--- src/rtl/div_seq_ctrl_pkg.sv ---
// Shared definitions for the EX-stage sequential divider: widths, handshake
// levels and the FSM state encoding.
package div_seq_ctrl_pkg;

  localparam int DIV_DATA_W   = 32;
  localparam int DIV_RESULT_W = 2 * DIV_DATA_W;
  localparam int DIV_CNT_W    = 6;

  localparam logic DIV_RESULT_READY     = 1'b1;
  localparam logic DIV_RESULT_NOT_READY = 1'b0;
  localparam logic DIV_START            = 1'b1;
  localparam logic DIV_STOP             = 1'b0;

  typedef enum logic [1:0] {
    ST_FREE   = 2'b00,
    ST_BYZERO = 2'b01,
    ST_ON     = 2'b10,
    ST_END    = 2'b11
  } div_state_e;

endpackage

--- src/rtl/div_seq_ctrl_if.sv ---
// EX-stage <-> divider request/result bundle. The master is the EX stage,
// the slave is the divider sequencer.
interface div_seq_ctrl_if
  import div_seq_ctrl_pkg::*;
#(
  parameter int DATA_W = DIV_DATA_W
);
  logic                  signed_div_i;
  logic [DATA_W-1:0]     opdata1_i;
  logic [DATA_W-1:0]     opdata2_i;
  logic                  start_i;
  logic                  annul_i;
  logic [2*DATA_W-1:0]   result_o;
  logic                  ready_o;
  logic                  stallreq_o;

  modport master (
    output signed_div_i, opdata1_i, opdata2_i, start_i, annul_i,
    input  result_o, ready_o, stallreq_o
  );

  modport slave (
    input  signed_div_i, opdata1_i, opdata2_i, start_i, annul_i,
    output result_o, ready_o, stallreq_o
  );
endinterface

--- src/rtl/div_seq_ctrl_cond_neg.sv ---
// Conditional two's-complement negate; used for operand magnitudes and for
// the quotient/remainder sign fix-up.
module cond_neg #(
  parameter int W = 32
) (
  input  logic         en_i,
  input  logic [W-1:0] data_i,
  output logic [W-1:0] data_o
);
  assign data_o = en_i ? (~data_i + W'(1)) : data_i;
endmodule

--- src/rtl/div_seq_ctrl.sv ---
// Radix-2 restoring DIV/DIVU sequencer with stall request and flush annul.
// Build option DIV_EARLY_EXIT_EN: finish in one cycle when |dividend| < |divisor|.
module div_seq_ctrl
  import div_seq_ctrl_pkg::*;
#(
  parameter int DATA_W = DIV_DATA_W
) (
  input  logic              clk,
  input  logic              rst,
  div_seq_ctrl_if.slave     bus
);
  localparam int CNT_W = $clog2(DATA_W) + 1;

  div_state_e            state_q, state_d;
  logic [CNT_W-1:0]      cnt_q, cnt_d;
  logic [2*DATA_W:0]     shift_q, shift_d;
  logic [DATA_W-1:0]     divisor_q, divisor_d;
  logic                  neg_quo_q, neg_quo_d;
  logic                  neg_rem_q, neg_rem_d;
  logic [2*DATA_W-1:0]   result_q, result_d;
  logic                  ready_q, ready_d;

  logic                  op1_neg, op2_neg;
  logic [DATA_W-1:0]     abs1, abs2, quo_fix, rem_fix;
  logic [DATA_W:0]       diff;

  assign op1_neg = bus.signed_div_i & bus.opdata1_i[DATA_W-1];
  assign op2_neg = bus.signed_div_i & bus.opdata2_i[DATA_W-1];

  cond_neg #(.W(DATA_W)) u_abs1 (.en_i(op1_neg), .data_i(bus.opdata1_i), .data_o(abs1));
  cond_neg #(.W(DATA_W)) u_abs2 (.en_i(op2_neg), .data_i(bus.opdata2_i), .data_o(abs2));

  // Quotient accumulates in the low half, partial remainder sits above it.
  cond_neg #(.W(DATA_W)) u_quo (.en_i(neg_quo_q), .data_i(shift_q[DATA_W-1:0]),
                                .data_o(quo_fix));
  cond_neg #(.W(DATA_W)) u_rem (.en_i(neg_rem_q), .data_i(shift_q[2*DATA_W:DATA_W+1]),
                                .data_o(rem_fix));

  assign diff = {1'b0, shift_q[2*DATA_W-1:DATA_W]} - {1'b0, divisor_q};

  // NOTE: every next-state signal gets its hold value first so no path through
  // the case statement can leave one unassigned and infer a latch.
  always_comb begin
    state_d   = state_q;
    cnt_d     = cnt_q;
    shift_d   = shift_q;
    divisor_d = divisor_q;
    neg_quo_d = neg_quo_q;
    neg_rem_d = neg_rem_q;
    result_d  = result_q;
    ready_d   = ready_q;

    case (state_q)
      ST_FREE: begin
        ready_d  = DIV_RESULT_NOT_READY;
        result_d = '0;
        if (bus.start_i == DIV_START && !bus.annul_i) begin
          if (bus.opdata2_i == '0) begin
            state_d = ST_BYZERO;
          end else begin
            state_d   = ST_ON;
            cnt_d     = '0;
            shift_d   = {{DATA_W{1'b0}}, abs1, 1'b0};
            divisor_d = abs2;
            neg_quo_d = op1_neg ^ op2_neg;
            neg_rem_d = op1_neg;
`ifdef DIV_EARLY_EXIT_EN
            // Skip the loop: remainder is the dividend, quotient is zero.
            if (abs1 < abs2) begin
              cnt_d   = CNT_W'(DATA_W);
              shift_d = {abs1, 1'b0, {DATA_W{1'b0}}};
            end
`endif
          end
        end
      end

      ST_BYZERO: begin
        if (bus.annul_i) begin
          state_d = ST_FREE;
        end else begin
          state_d  = ST_END;
          result_d = '0;
          ready_d  = DIV_RESULT_READY;
        end
      end

      ST_ON: begin
        if (bus.annul_i) begin
          state_d = ST_FREE;
          cnt_d   = '0;
        end else if (cnt_q != CNT_W'(DATA_W)) begin
          if (diff[DATA_W]) shift_d = {shift_q[2*DATA_W-1:0], 1'b0};
          else              shift_d = {diff[DATA_W-1:0], shift_q[DATA_W-1:0], 1'b1};
          cnt_d = cnt_q + CNT_W'(1);
        end else begin
          state_d  = ST_END;
          cnt_d    = '0;
          result_d = {rem_fix, quo_fix};
          ready_d  = DIV_RESULT_READY;
        end
      end

      ST_END: begin
        if (bus.start_i == DIV_STOP) begin
          state_d  = ST_FREE;
          ready_d  = DIV_RESULT_NOT_READY;
          result_d = '0;
        end
      end

      default: state_d = ST_FREE;
    endcase
  end

  // NOTE: sequential state uses non-blocking assignments so every register
  // samples the pre-edge values regardless of statement order.
  always_ff @(posedge clk or negedge rst) begin
    if (!rst) begin
      state_q   <= ST_FREE;
      cnt_q     <= '0;
      shift_q   <= '0;
      divisor_q <= '0;
      neg_quo_q <= 1'b0;
      neg_rem_q <= 1'b0;
      result_q  <= '0;
      ready_q   <= DIV_RESULT_NOT_READY;
    end else begin
      state_q   <= state_d;
      cnt_q     <= cnt_d;
      shift_q   <= shift_d;
      divisor_q <= divisor_d;
      neg_quo_q <= neg_quo_d;
      neg_rem_q <= neg_rem_d;
      result_q  <= result_d;
      ready_q   <= ready_d;
    end
  end

  assign bus.result_o   = result_q;
  assign bus.ready_o    = ready_q;
  assign bus.stallreq_o = bus.start_i & ~ready_q & ~bus.annul_i;

endmodule
--- src/flat_wrapper.sv ---
// flat-port wrapper written by rule: the top's interface ports become plain ports
module div_seq_ctrl_flat import div_seq_ctrl_pkg::*;
#(
  parameter int DATA_W = DIV_DATA_W
)
  (clk, rst, bus_signed_div_i, bus_opdata1_i, bus_opdata2_i, bus_start_i, bus_annul_i, bus_result_o, bus_ready_o, bus_stallreq_o);
  div_seq_ctrl_if #(.DATA_W(DATA_W)) bus_i ();
  input  logic clk;
  input  logic rst;
  input wire logic [$bits(bus_i.signed_div_i)-1:0] bus_signed_div_i;
  input wire logic [$bits(bus_i.opdata1_i)-1:0] bus_opdata1_i;
  input wire logic [$bits(bus_i.opdata2_i)-1:0] bus_opdata2_i;
  input wire logic [$bits(bus_i.start_i)-1:0] bus_start_i;
  input wire logic [$bits(bus_i.annul_i)-1:0] bus_annul_i;
  output wire logic [$bits(bus_i.result_o)-1:0] bus_result_o;
  output wire logic [$bits(bus_i.ready_o)-1:0] bus_ready_o;
  output wire logic [$bits(bus_i.stallreq_o)-1:0] bus_stallreq_o;
  assign bus_i.signed_div_i = bus_signed_div_i;
  assign bus_i.opdata1_i = bus_opdata1_i;
  assign bus_i.opdata2_i = bus_opdata2_i;
  assign bus_i.start_i = bus_start_i;
  assign bus_i.annul_i = bus_annul_i;
  assign bus_result_o = bus_i.result_o;
  assign bus_ready_o = bus_i.ready_o;
  assign bus_stallreq_o = bus_i.stallreq_o;
  div_seq_ctrl #(.DATA_W(DATA_W)) u_core (.clk(clk), .rst(rst), .bus(bus_i));
endmodule
--- config.mk ---
export PLATFORM = sky130hd
export DESIGN_NAME = div_seq_ctrl_flat
export DESIGN_NICKNAME = d
export VERILOG_FILES = /design/src/rtl/div_seq_ctrl_pkg.sv /design/src/rtl/div_seq_ctrl_if.sv /design/src/rtl/div_seq_ctrl_cond_neg.sv /design/src/rtl/div_seq_ctrl.sv /design/src/flat_wrapper.sv
export SDC_FILE = /design/constraint.sdc
export NUM_CORES = 1
export LEC_CHECK = 0
export BUFFER_PORTS_ARGS = -buffer_cell sky130_fd_sc_hd__buf_4
export CORE_MARGIN = 2
export CORE_UTILIZATION = 35
export CTS_BUF_LIST = sky130_fd_sc_hd__clkbuf_4 sky130_fd_sc_hd__clkbuf_8 sky130_fd_sc_hd__clkbuf_16
export DETAILED_ROUTE_END_ITERATION = 16
export HOLD_SLACK_MARGIN = 0.06
export SLEW_MARGIN = 20
export SYNTH_ARGS = -nofsm -noshare
export SYNTH_HDL_FRONTEND = slang
export SYNTH_SLANG_ARGS = --single-unit
--- constraint.sdc ---
create_clock -name clk -period 4.05 [get_ports clk]
set_input_delay 0.2025 -clock clk [delete_from_list [all_inputs] [get_ports clk]]
set_output_delay 0.2025 -clock clk [all_outputs]
set_load 0.005 [all_outputs]
==> results.txt <==
- The flow ran to the end, and the final reports show no timing, DRC or antenna violations.
- Share of the synthesized area in the top cell type: 0.3865
* Top FF cell, synth: dfrtp_1
- In this run the deepest clock path goes through 2 buffers.
- Once placement finished, the instance area stood at between 10000 and 15000 sq um.
* Area of the die: 33260 sq um
* Number of ports placed on the die boundary: around 140
* Share of synthesized cell area in and, or, nand and nor gates: 0.1829
- After detailed routing, the met2 layer carries 12260 um of wire.
* Inst Count DP: 1842
- In this run, the number of DRC markers left after iteration 0 of detailed routing was 667.
- Number of nets in the finished design: between 1500 and 2000
* Crit Path Class: in2reg
- Async set or reset register ratio after synthesis: 1.000
- Setup TNS: 0 ns
- Summed over all layers, the routed wires come to around 28000 um.
* Effective utilization at floorplan: 0.3538
* Proportion of power drawn by flip-flops and latches: 0.352
- Measured in cells, the most critical reg-to-reg path has a length of 10.
- Counting every net in the synthesized netlist gives between 1000 and 1500.
- Max H-tree Level: 4
- The worst hold path was traced through 3 stages.
* Signal arrival time at the worst endpoint: 3.85 ns
* Total congestion overflow after global routing: 0
* Netlist cell types: 61
* Internal power consumption: 4.067 mW
- Relative max-transition margin: 0.3497
- Wire length of the first global-routing pass: 47180 um
* Critical Path, Cell by Cell: dlygate4sd3_1, buf_4, inv_1, ha_1, nor3b_1, nor4b_4, nand4_1, o41ai_2, nor2_2, a21oi_2, nand2b_2, buf_12, o32ai_1, a21o_1
* Cts bufs inserted: 17
* Via count of the first global-routing pass: 8998
- The number of gates resized after CTS was 0.
* Unrepaired setup endpoints after global routing: no
* Fmax achieved: 282.8 MHz
* Endpoint required time on the critical path: 4.37 ns
* Layout overhead on the synthesized area: 18.14%
- The compound-gate portion of the synthesized area was 0.2184.
- Worst min-delay path category: in2reg
- Metal3 WL: roughly 1600 um
* Total via count in the routed design: 9658
- For this run, design rule violations remaining after detail routing come to 0.
* Post-DRT Antenna Nets: 0
- The completed layout was analyzed and its total power is a little under 7 mW.
- CTS tree: done
* Number of setup violations in the final report: 0
- DP HPWL: 21370 um
- Fraction of final layout cells sized beyond drive strength 1: 0.1364
* Detailed Routing Iterations Pass 1: 5
* Post-layout minimum cycle time: 3.536 ns
- At the end of routability-driven placement, the weighted congestion stood at between 0.8 and 0.9.
* Highest fanout seen on the critical path: 97
* Post-DR wirelength/cell: between 15 and 20 um
- In the routed layout, each cell is associated on average with a via count of 5.148.
* Top post-synthesis cells by count: 229 x nand2_1, 210 x o21ai_0, 172 x dfrtp_1
* Dominant combinational cell family by area after synthesis: compound AO/OA/AOI/OAI gates
- Once the clock tree was built, the setup fixing pass inserted 0 buffers.
- Power spread over the standard cell area amounts to ~520 nW/um^2.
- Post-Synthesis Cells: 1361
- Quantity of hold-fixing buffers added after cts: 2
- Together, buffers and inverters on the worst path number 4.
- Clock tree synthesis selected as its root buffer the cell clkbuf_16.
- Final instance area: 13160 sq um
- Sequential share of the synthesized area: 0.3865
- A synthesized cell averages 8.183 sq um.
* Part of the total power dissipated in the clock network: 0.244
- Switching power total: about 2.8 mW
- The number of hold violations in the final report is 0.
* Sum of routed wire segments on met1: 14290 um
- Element type at the critical path start: input port
- Path length in cells of the critical path: 14
- Synthesis inferred 172 register bits.
- In the post-synthesis netlist, the cell with the most instances is nand2_1.
* All-layer global routing usage: 0.1747
- The highest metal layer carrying signal wires in the routed design is met4.
- The cell family contributing the most delay on the critical path is simple AND/OR/NAND/NOR gates.
* Largest stage delay on the critical path: 0.54 ns
* Static leakage: 6.029 nW
- Worst-path clk slew: about 0.07 ns
- The floorplan step set the die width to 182.4 um.
- Measured slew at the worst slew-check pin: 0.9754 ns
* Number of antenna violations at the first check in global routing: 0
* Number of rows in the core area: 65
- Of the total power, combinational logic draws 0.404.
* Number of enable-type register cells in the synthesized netlist: 0
- The count of final max-slew check failures is 0.
- Switching share of total power: 0.4087
* Arithmetic-cell share of the synthesized area counting full adders, half adders and majority gates: 0.05011
* Setup WS pre-CTS: 0.6121 ns
* Post-synth top area cell: dfrtp_1
- Worst-case vdd ir drop: 0.3602 mV
- Final critical-path share of the clock period: 0.8730
- Critical Path Slowest Stage Cell: dlygate4sd3_1
* Dominant cells by area after synthesis: dfrtp_1 39%, o21ai_0 9.4%, nand2_1 7.7%
* Proportion of synthesized area in mux cells: 0.008201
- Number of antenna cells inserted: 0
- CP Capture Type: flop
- Across the run, the number of max-cap violations was 0.
* Fillers: 3160
- Buffers placed on the I/O ports in this run total 134.
* Clk sinks: roughly 170
- Largest net degree at the start of global routing: 98
- During synthesis, Yosys emitted a total of 0 warnings.
- The core region is 31470 sq um.
- The die is 182.4 um tall.
- At the later pin of the worst-skew pair, clock insertion delay measures 0.43 ns.
* Summed instance area of the synthesized netlist: 11140 sq um
- The clock arrives with 0.01702 ns of skew.
- Final instance count without filler cells: 1876
* Post-route worst setup slack: 0.5145 ns
- Of the total synthesized cell area, the portion taken by XOR and XNOR cells is 0.1109.
-- metrics by stage --
| stage | hold WS [ns] | util |
|---|---|---|
| finish | 0.07992 | 0.4180 |
| global route | 0.09231 | 0.4180 |
| CTS | 0.06427 | 0.4180 |
| detailed placement | 0.3510 | 0.3981 |
| global placement | 0.3472 | 0.3981 |
| floorplan | -0.09309 | - |
-- cells by family after synthesis --
family / count (synthesis)
simple gates: 449
buf+inv: 123
fa+ha+maj: 44
mux: 9
compound gates: 423
flops: 172
xor+xnor: 141
-- per-layer routing --
layer | GRT usage | vias up
li1 | - | 4952
met1 | 0.2608 | 4433
met2 | 0.2667 | 257
met3 | 0.02594 | 16
met4 | 0.03871 | 0
met5 | 0 | -
-- state kept, by name, summed over array words and instances (netlist names) --
register             flops
u_core.neg_rem_q         1
u_core.shift_q          65
u_core.neg_quo_q         1
u_core.cnt_q             6
u_core.bus.ready_o       1
u_core.divisor_q        32
u_core.state_q           2
u_core.bus.result_o     64
-- power groups by stage --
stage	registers [mW]	clock network (mW)	logic (mW)
CTS	2.42	1.72	2.80
detailed placement	2.45	0	2.78
floorplan	2.31	0	2.14
global route	2.49	1.79	3.19
finish	2.42	1.68	2.78
global placement	2.44	0	2.75
-- cell usage in the layout (no fill, tap or decap), types with 5 or more instances in the layout --
cell	instances
dfrtp_1	172
nor4_1	9
a21oi_1	97
nand3_1	15
a22oi_1	7
nand2_1	228
o21a_1	5
nor2b_1	6
inv_1	58
a21o_1	23
or2_2	7
or4_1	12
nand2b_1	11
xor2_1	97
a31oi_1	5
o31ai_1	29
mux2i_1	8
nand4_1	7
xnor2_1	44
ha_1	42
o41ai_1	10
nor3b_1	5
buf_4	140
o21ai_1	5
nor3_1	22
a211oi_1	7
clkbuf_16	17
o21ai_0	210
nor2_1	86
or3_1	19
-- final cells by class --
class | instances | area [sq um] | area share
clock buffers | 21 | 474.2 | 0.03604
inverters | 58 | 217.7 | 0.01655
flip-flops and latches | 172 | 4304 | 0.3271
repair buffers | 146 | 1142 | 0.08682
clock inverters | 11 | 132.6 | 0.01008
well taps | 402 | 503.0 | 0.03823
multi-input cells | 1066 | 6384 | 0.4852
-- path summary, 6_finish.rpt --
kind	from	endpoint	slack, ns
min reg2reg	u_core.bus.result_o[51]	u_core.bus.result_o[51]	0.48
min in group asynchronous	rst	u_core.bus.result_o[30]	0.43
min	bus_opdata2_i[23]	u_core.divisor_q[23]	0.08
max	bus_opdata2_i[1]	u_core.shift_q[31]	0.51
max in group asynchronous	rst	u_core.shift_q[50]	2.65
max reg2reg	u_core.shift_q[37]	u_core.bus.result_o[62]	0.66
-- worst reg2reg max path, stage by stage (launching register included) --
cell     delay, ns
dfrtp_1       0.46
nor4_2        0.32
nand2_1       0.13
or4_4         0.45
or3_1         0.34
or4_4         0.44
or4_4         0.44
or2_4         0.28
o21ai_2       0.14
xor2_1        0.18
o21ai_1       0.07
Power figures use the tool's default switching activity.
